### src/rtl/mic_pkg.sv
// Shared types and constants for the I2S microphone capture front end.
package mic_pkg;

  localparam int NUM_MICS_DEF = 5;
  localparam int SAMPLE_W     = 24;
  localparam int SLOT_BITS    = 32;
  localparam int FRAME_BITS   = 64;

  typedef enum logic {
    IDLE = 1'b0,
    RUN  = 1'b1
  } cap_state_t;

  typedef logic [31:0] sample_t;

  // Sign-extend a 24-bit two's complement sample to the 32-bit bus word.
  function automatic sample_t sext_sample(input logic [SAMPLE_W-1:0] s);
    return {{(32-SAMPLE_W){s[SAMPLE_W-1]}}, s};
  endfunction

endpackage

### src/rtl/i2s_clkgen.sv
// I2S bit clock / word select generator. The divider and bit counter
// run only while `run` is high and are held cleared otherwise, so the
// first SCK rise after starting always carries bit 0 of the left slot.
module i2s_clkgen
  import mic_pkg::*;
#(
  parameter int SCK_DIV = 8
) (
  input  logic       CLK,
  input  logic       RESET,
  input  logic       run,
  output logic       mic_sck,
  output logic       mic_ws,
  output logic       sck_rise,
  output logic       sck_fall,
  output logic [5:0] bit_cnt
);

  localparam logic [7:0] DIV_LAST = 8'(SCK_DIV - 1);

  logic [7:0] div_cnt_q;
  logic       sck_q;
  logic       ws_q;
  logic [5:0] bit_cnt_q;
  logic [5:0] bit_cnt_d;
  logic       tick_s;

  assign tick_s    = run && (div_cnt_q == DIV_LAST);
  assign sck_rise  = tick_s && !sck_q;
  assign sck_fall  = tick_s && sck_q;
  assign bit_cnt_d = bit_cnt_q + 6'd1;

  assign mic_sck = sck_q;
  assign mic_ws  = ws_q;
  assign bit_cnt = bit_cnt_q;

  // Divider, SCK toggle, and bit counter / WS update on SCK falling edges.
  always_ff @(posedge CLK or posedge RESET) begin
    if (RESET) begin
      div_cnt_q <= 8'd0;
      sck_q     <= 1'b0;
      ws_q      <= 1'b0;
      bit_cnt_q <= 6'd0;
    end else if (!run) begin
      div_cnt_q <= 8'd0;
      sck_q     <= 1'b0;
      ws_q      <= 1'b0;
      bit_cnt_q <= 6'd0;
    end else begin
      div_cnt_q <= tick_s ? 8'd0 : (div_cnt_q + 8'd1);
      if (tick_s) begin
        sck_q <= !sck_q;
      end
      if (sck_fall) begin
        bit_cnt_q <= bit_cnt_d;
        // Right slot is the upper half of the 64-bit frame.
        ws_q      <= bit_cnt_d[5];
      end
    end
  end

endmodule

### src/rtl/i2s_mic_capture.sv
// Multi-microphone I2S capture: synchronises the serial lines, shifts in
// the 24-bit left-slot sample of each mic, and latches a full frame into
// a holding bank read by the DMA through a select-indexed mux.
module i2s_mic_capture
  import mic_pkg::*;
#(
  parameter int NUM_MICS = NUM_MICS_DEF,
  parameter int SCK_DIV  = 8
) (
  input  logic                CLK,
  input  logic                RESET,
  input  logic                enable,
  input  logic [NUM_MICS-1:0] mic_sd,
  output logic                mic_sck,
  output logic                mic_ws,
  input  logic [2:0]          select,
  output logic [31:0]         mic_data,
  input  logic                frame_ack,
  output logic                read_ready,
  output logic [15:0]         overrun_count
);

  cap_state_t state_q;
  cap_state_t state_d;
  logic       run_s;
  logic       sck_rise_s;
  logic       sck_fall_s;
  logic       unused_s;
  logic [5:0] bit_cnt_s;

  logic [NUM_MICS-1:0] sd_meta_q;
  logic [NUM_MICS-1:0] sd_sync_q;
  logic [SAMPLE_W-1:0] shift_q [NUM_MICS];
  logic [SAMPLE_W-1:0] shift_d [NUM_MICS];
  sample_t             bank_q  [NUM_MICS];
  logic                read_ready_q;
  logic [15:0]         overrun_q;
  logic [31:0]         mic_data_s;

  logic shift_en_s;
  logic frame_end_s;
  logic latch_s;
  logic drop_s;

  // Next-state for the IDLE/RUN capture state.
  always_comb begin
    state_d = IDLE;
    case (state_q)
      IDLE:    state_d = enable ? RUN : IDLE;
      RUN:     state_d = enable ? RUN : IDLE;
      default: state_d = IDLE;
    endcase
  end

  // Capture state register.
  always_ff @(posedge CLK or posedge RESET) begin
    if (RESET) begin
      state_q <= IDLE;
    end else begin
      state_q <= state_d;
    end
  end

  // Dropping enable stops the interface on the very next edge.
  assign run_s = (state_q == RUN) && enable;

  i2s_clkgen #(
    .SCK_DIV(SCK_DIV)
  ) u_clkgen (
    .CLK      (CLK),
    .RESET    (RESET),
    .run      (run_s),
    .mic_sck  (mic_sck),
    .mic_ws   (mic_ws),
    .sck_rise (sck_rise_s),
    .sck_fall (sck_fall_s),
    .bit_cnt  (bit_cnt_s)
  );

  // Falling-edge strobe is not needed here; data is sampled on rises.
  assign unused_s = sck_fall_s;

  assign shift_en_s  = sck_rise_s && (bit_cnt_s != 6'd0) && (bit_cnt_s <= 6'd24);
  assign frame_end_s = sck_rise_s && (bit_cnt_s == 6'd24);
  assign latch_s     = frame_end_s && (!read_ready_q || frame_ack);
  assign drop_s      = frame_end_s && read_ready_q && !frame_ack;

  // Two-flop synchroniser for the asynchronous mic data lines.
  always_ff @(posedge CLK or posedge RESET) begin
    if (RESET) begin
      sd_meta_q <= '0;
      sd_sync_q <= '0;
    end else begin
      sd_meta_q <= mic_sd;
      sd_sync_q <= sd_meta_q;
    end
  end

  // MSB-first shift of the synchronised bit; latch uses this value so the
  // 24th data bit is included in the same cycle.
  always_comb begin
    for (int i = 0; i < NUM_MICS; i++) begin
      shift_d[i] = shift_en_s ? {shift_q[i][SAMPLE_W-2:0], sd_sync_q[i]} : shift_q[i];
    end
  end

  // Per-mic shift registers, discarded whenever the interface is idle.
  always_ff @(posedge CLK or posedge RESET) begin
    if (RESET) begin
      for (int i = 0; i < NUM_MICS; i++) shift_q[i] <= '0;
    end else if (!run_s) begin
      for (int i = 0; i < NUM_MICS; i++) shift_q[i] <= '0;
    end else begin
      for (int i = 0; i < NUM_MICS; i++) shift_q[i] <= shift_d[i];
    end
  end

  // Holding bank, updated only when a complete frame is accepted.
  always_ff @(posedge CLK or posedge RESET) begin
    if (RESET) begin
      for (int i = 0; i < NUM_MICS; i++) bank_q[i] <= '0;
    end else if (latch_s) begin
      for (int i = 0; i < NUM_MICS; i++) bank_q[i] <= sext_sample(shift_d[i]);
    end else begin
      for (int i = 0; i < NUM_MICS; i++) bank_q[i] <= bank_q[i];
    end
  end

  // Read handshake and saturating overrun counter.
  always_ff @(posedge CLK or posedge RESET) begin
    if (RESET) begin
      read_ready_q <= 1'b0;
      overrun_q    <= 16'd0;
    end else begin
      if (latch_s) begin
        read_ready_q <= 1'b1;
      end else if (frame_ack) begin
        read_ready_q <= 1'b0;
      end else begin
        read_ready_q <= read_ready_q;
      end
      if (drop_s && (overrun_q != 16'hFFFF)) begin
        overrun_q <= overrun_q + 16'd1;
      end else begin
        overrun_q <= overrun_q;
      end
    end
  end

  // Select mux: select k (1-based) reads mic k, anything else reads zero.
  always_comb begin
    mic_data_s = 32'd0;
    for (int i = 0; i < NUM_MICS; i++) begin
      mic_data_s = mic_data_s | ((select == 3'(i + 1)) ? bank_q[i] : 32'd0);
    end
  end

  assign mic_data      = mic_data_s;
  assign read_ready    = read_ready_q;
  assign overrun_count = overrun_q;

endmodule

### config.mk
export PLATFORM = sky130hd
export DESIGN_NAME = i2s_mic_capture
export DESIGN_NICKNAME = d
export VERILOG_FILES = /design/src/rtl/mic_pkg.sv /design/src/rtl/i2s_clkgen.sv /design/src/rtl/i2s_mic_capture.sv
export SDC_FILE = /design/constraint.sdc
export NUM_CORES = 1
export LEC_CHECK = 0
export BUFFER_PORTS_ARGS = -buffer_cell sky130_fd_sc_hd__buf_2
export CAP_MARGIN = 20
export CORE_ASPECT_RATIO = 0.6
export CORE_UTILIZATION = 36
export DETAILED_ROUTE_END_ITERATION = 16
export HOLD_SLACK_MARGIN = 0.1
export PLACE_DENSITY_LB_ADDON = 0.08
export SETUP_SLACK_MARGIN = 0.1
export SYNTH_ARGS = -nofsm -noshare
export SYNTH_HDL_FRONTEND = slang
export SYNTH_SLANG_ARGS = --single-unit
### constraint.sdc
create_clock -name CLK -period 21.3 [get_ports CLK]
set_input_delay 5.325 -clock CLK [delete_from_list [all_inputs] [get_ports CLK]]
set_output_delay 5.325 -clock CLK [all_outputs]
set_load 0.01 [all_outputs]
# Word-level counts from Yosys, hierarchy flattened
# Index checks and enable logic that the tools add are counted.
# op_classes
n_eq_ne	10
n_mux	22
n_lt_le_gt_ge	1
n_bitwise	4
addsub	3
reduce_logical	17
# op_table
cell	count
32-bit two-way mux	5
32-bit bitwise OR	4
120-bit two-way mux	1
24-bit two-way mux	5
16-bit by 1-bit adder with 16-bit output (second input constant)	1
8-bit two-way mux	2
16-bit != test (second input constant)	1
6-bit two-way mux	2
1-bit logical AND	11
8-bit by 1-bit adder with 8-bit output (second input constant)	1
8-bit by 3-bit equality test with 1-bit output (second input constant)	1
1-bit two-way mux	7
6-bit by 1-bit adder with 6-bit output (second input constant)	1
3-bit by 2-bit equality test with 1-bit output (second input constant)	2
3-bit equality test (second input constant)	2
6-bit by 5-bit equality test with 1-bit output (second input constant)	1
6-bit by 5-bit <= comparator with 1-bit output (second input constant)	1
6-bit nonzero test	1
2-bit != test (second input constant)	2
3-bit by 1-bit equality test with 1-bit output (second input constant)	1
1-bit zero test	3
2-bit nonzero test	1
1-bit logical OR	1
# word_totals
register_bits	284
input_bits	12
out_inout_bits	51
elab_cells	76

# Depth between registers and ports, before layout
# logic_depth
depth_word	7
depth_mapped	10

# By module
# Synthesis repeated with hierarchy kept, for this count alone.
# unflattened
hier_cells	1104
area_unflattened_um2	12979.9
# by_module_without_submodules
module	seq_area_each_um2	n_inst	cells_per_inst	area_each_um2
i2s_mic_capture	6581.3	1	1022	12180.4
i2s_clkgen	375.4	1	82	799.5

# Worst setup path after synthesis
# No wires, ideal clock.
# synth_path
path_type	input to output
startpoint	input select[2]
endpoint	output mic_data[24]
required_time_ps	15975
path_buffers	4
path_slack_ps	8925
arrival_ps	7050
cell_stages	7
path_cell_list	clkbuf_1 -> nor2b_1 -> clkbuf_1 -> clkbuf_1 -> a22oi_1 -> o22ai_1 -> buf_4
# synth_between
elab_chain_len	6
elab_cells_between_ends	14
classes_between	eq/ne (5); mux (5); bitwise (4)
# synth_lines
element	line_no	text
start, declared	i2s_mic_capture.sv:16	input logic [2:0] select,
3-bit by 1-bit equality test with 1-bit output / 3-bit by 2-bit equality test with 1-bit output (equally long branches)	i2s_mic_capture.sv:154	mic_data_s = mic_data_s | ((select == 3'(i + 1)) ? bank_q[i] : 32'd0);
32-bit two-way mux	i2s_mic_capture.sv:154	
32-bit bitwise OR (3 in a row)	i2s_mic_capture.sv:154	
32-bit bitwise OR (*)	i2s_mic_capture.sv:154	
end, declared	i2s_mic_capture.sv:17	output logic [31:0] mic_data,
# Mark *: on every way between the ends. The rest lies on a longest branch, timed or not.

# Worst setup path in the final report
# layout_path
startpoint	input select[0]
endpoint	output mic_data[30]
# The elaborated chain is that of the path after synthesis.

==> impl_metrics.json <==
{
  "status": "complete, but fails checks",
  "violations": "design-rule violations",
  "synth_mux_area_share_pct": 3.985,
  "power_mw": 1.059,
  "ant_nets": 0,
  "die_h_um": 141.1,
  "die_area_um2": 33010,
  "synth_top_cell_area_share_pct": 59.89,
  "grt_pass1_vias": 7785,
  "vias_per_cell": 4.978,
  "synth_compound_area_share_pct": 13.55,
  "power_leakage_nw": 5.658,
  "worstMarginPinSlew_ns": 0.9773,
  "post-cts-setup-buffer-count": 0,
  "power_density_nw_per_um2": 81.45,
  "fin_skew_ns": 0.01114,
  "cts_made_buffers": 28,
  "synth_area_leaders": "dfrtp_1 60%, nand2_1 12%, a21oi_1 4.8%, o21ai_0 4.2%, mux2i_1 2.5%",
  "layout_commonest_cell": "nand2_1",
  "drive_above_1_share_pct": 12.25,
  "hold_viol": 0,
  "cap_violations": 0,
  "yosys.area_share.simple_pct": 15.46,
  "clock_latency_ns": 0.55,
  "synth-xor-area-share_pct": 1.885,
  "relSlewSlack_pct": 34.85,
  "row_count": 50,
  "io_buffers": 62,
  "cp_max_fo": 40,
  "clockBufferDepth": 3,
  "ctsResizeCount": 0,
  "synth_nets": 1192,
  "end_kind": "output pin",
  "min_path_type": "reg2reg",
  "vias": 8084,
  "critPathLaunchType": "input pin",
  "synth_top_family_by_area": "simple AND/OR/NAND/NOR gates",
  "die_w_um": 233.9,
  "ir_drop_mv": 0.04887,
  "clock.fmax_mhz": 79.59,
  "nFillCells": 3105,
  "rsz0062_at_grt": "no",
  "cts-root-buf": "clkbuf_16",
  "cts_num_sinks": 278,
  "first_pass_iters": 11,
  "syn_inst": 1176,
  "synth_adder_area_share_pct": 0.4308,
  "grt_max_degree": 173,
  "syn_avg_cell_area_um2": 9.878,
  "ys_types": 42,
  "setup_tns_ns": 0,
  "core_um2": 31470,
  "most-common-layout-cells": "366 x nand2_1, 278 x dfrtp_1, 112 x a21oi_1, 98 x o21ai_0, 62 x buf_2",
  "cp.arrival_ns": 7.24,
  "fin_crit_ns": 12.56,
  "maxSlewViolCount": 0,
  "io_pins": 63,
  "cts_hold_buf": 0,
  "cts_tree": "done",
  "crit_required_ns": 15.98,
  "clkTransAtPathRegs_ns": 0.06,
  "num-nets-final": 1202,
  "finalSetupViolCount": 0,
  "area_delta_synth_final_pct": 11.96,
  "path_class": "in2out",
  "routed_wl_mm": 29.37,
  "yosysTopAreaCell": "dfrtp_1",
  "overflow": 0,
  "drc": 1,
  "synth_area_um2": 11620,
  "avgRoutedWirePerCell_um": 18.09,
  "start_util_pct": 36.91,
  "gp_congestion": 0.7378,
  "diodes": 0,
  "timing.final.crit_share_pct": 58.99,
  "seq_area_frac_synth_pct": 59.89,
  "grt_usage_pct": 18.34,
  "yosys_warnings": 0,
  "cts_max_level": 1,
  "grt_pass1_wl_mm": 47.26,
  "drt-initial-drc-count": 688,
  "antenna_found_initial": 1,
  "dpl.hpwl_mm": 17.89,
  "ys_ff_latch": 278
}
-- worst max-delay path, stage by stage --
cell and delay, ns:
buf_2 0.09, buf_4 0.34, nor2b_2 0.30, buf_4 0.33, a22oi_1 0.14, o22ai_1 0.44
buf_2 0.23
-- flip-flops by register name, summed over array words and instances (netlist names) --
| name | count |
|---|---|
| bank_q | 120 |
| overrun_count | 16 |
| read_ready | 1 |
| sd_meta_q | 5 |
| sd_sync_q | 5 |
| shift_q | 115 |
| state_q | 1 |
| u_clkgen.bit_cnt | 6 |
| u_clkgen.div_cnt_q | 8 |
| u_clkgen.mic_sck | 1 |
-- where the power goes --
group	leakage, nW	switching, mW	internal [mW]
clock network	0.455	0.212	0.292
logic	1.35	0.0220	0.00393
registers	3.85	0.000667	0.529
-- synth_stat cells, drive strengths merged --
master,count
nor2,28
nand4,6
clkbuf,53
nor4b,1
o21ai,122
o22ai,13
or2,1
buf,40
o2111ai,2
mux2,15
xor2,10
and4b,2
o2111a,1
ha,4
and4,1
o221ai,11
o211a,1
dfrtp,278
nor2b,4
nand2b,3
and4bb,1
or3,2
and3,5
inv,7
a21oi,112
nand2,368
nand3,12
nor3,2
nor3b,1
mux2i,29
and2,1
or4,1
xnor2,15
a22oi,24
-- layer usage --
layer / up-vias / global-route usage, % / wire [µm]
li1: 3978 / - / -
met1: 3963 / 30.64 / 16030
met2: 109 / 24.17 / 11760
met3: 34 / 3.256 / 1186
met4: 0 / 3.042 / 391
met5: - / 0 / 0
-- path summary, 6_finish.rpt --
| check | slack (ns) | depth (start not counted) | start | end |
|---|---|---|---|---|
| max in group asynchronous | 14.98 | 3 | RESET | sd_sync_q[1]$_DFF_PP0_ |
| worst min-delay path | 0.35 | 0 | sd_meta_q[0]$_DFF_PP0_ | sd_sync_q[0]$_DFF_PP0_ |
| worst max-delay path | 8.74 | 7 | select[0] | mic_data[30] |
| worst min register to register | 0.35 | 0 | sd_meta_q[0]$_DFF_PP0_ | sd_sync_q[0]$_DFF_PP0_ |
| worst max register to register | 18.04 | 7 | u_clkgen.div_cnt_q[0]$_DFF_PP0_ | bank_q[76]$_DFFE_PP0P_ |
| min in group asynchronous | 4.92 | 2 | RESET | shift_q[6]$_DFF_PP0_ |
-- cell type report --
class                   instances  area, µm²  share of cell area, %
flip-flops and latches        278       6957                  53.49
repair buffers                 73      409.1                  3.146
inverters                       7      33.78                 0.2598
clock inverters                10      108.9                 0.8370
well taps                     416      520.5                  4.002
multi-input cells             798       4151                  31.92
clock buffers                  42      824.5                  6.340
-- stage by stage --
| stage | cell area (µm²) | hold WS, ns | setup slack (ns) | std cells | utilization, % |
|---|---|---|---|---|---|
| 2_1_floorplan | 11620 | 0.3312 | 8.310 | 1176 | - |
| 3_3_place_gp | 12050 | 0.3352 | 8.293 | 1570 | 38.30 |
| 3_5_place_dp | 12060 | 0.3394 | 8.499 | 1571 | 38.33 |
| 4_1_cts | 12990 | 0.3547 | 8.491 | 1623 | 41.29 |
| 5_1_grt | 13010 | 0.3588 | 8.600 | 1624 | 41.33 |
| 6_report | 13010 | 0.3505 | 8.736 | 1624 | 41.33 |
-- kinds of logic (layout without fill, tap and decap cells) --
| logic type | count (synthesis) | count (layout) |
|---|---|---|
| compound gates | 286 | 286 |
| flops | 278 | 278 |
| fa+ha+maj | 4 | 4 |
| simple gates | 439 | 439 |
| buf+inv | 100 | 132 |
| mux | 44 | 44 |
| xor+xnor | 25 | 25 |
Note: power is estimated with default switching activity, not from simulation.
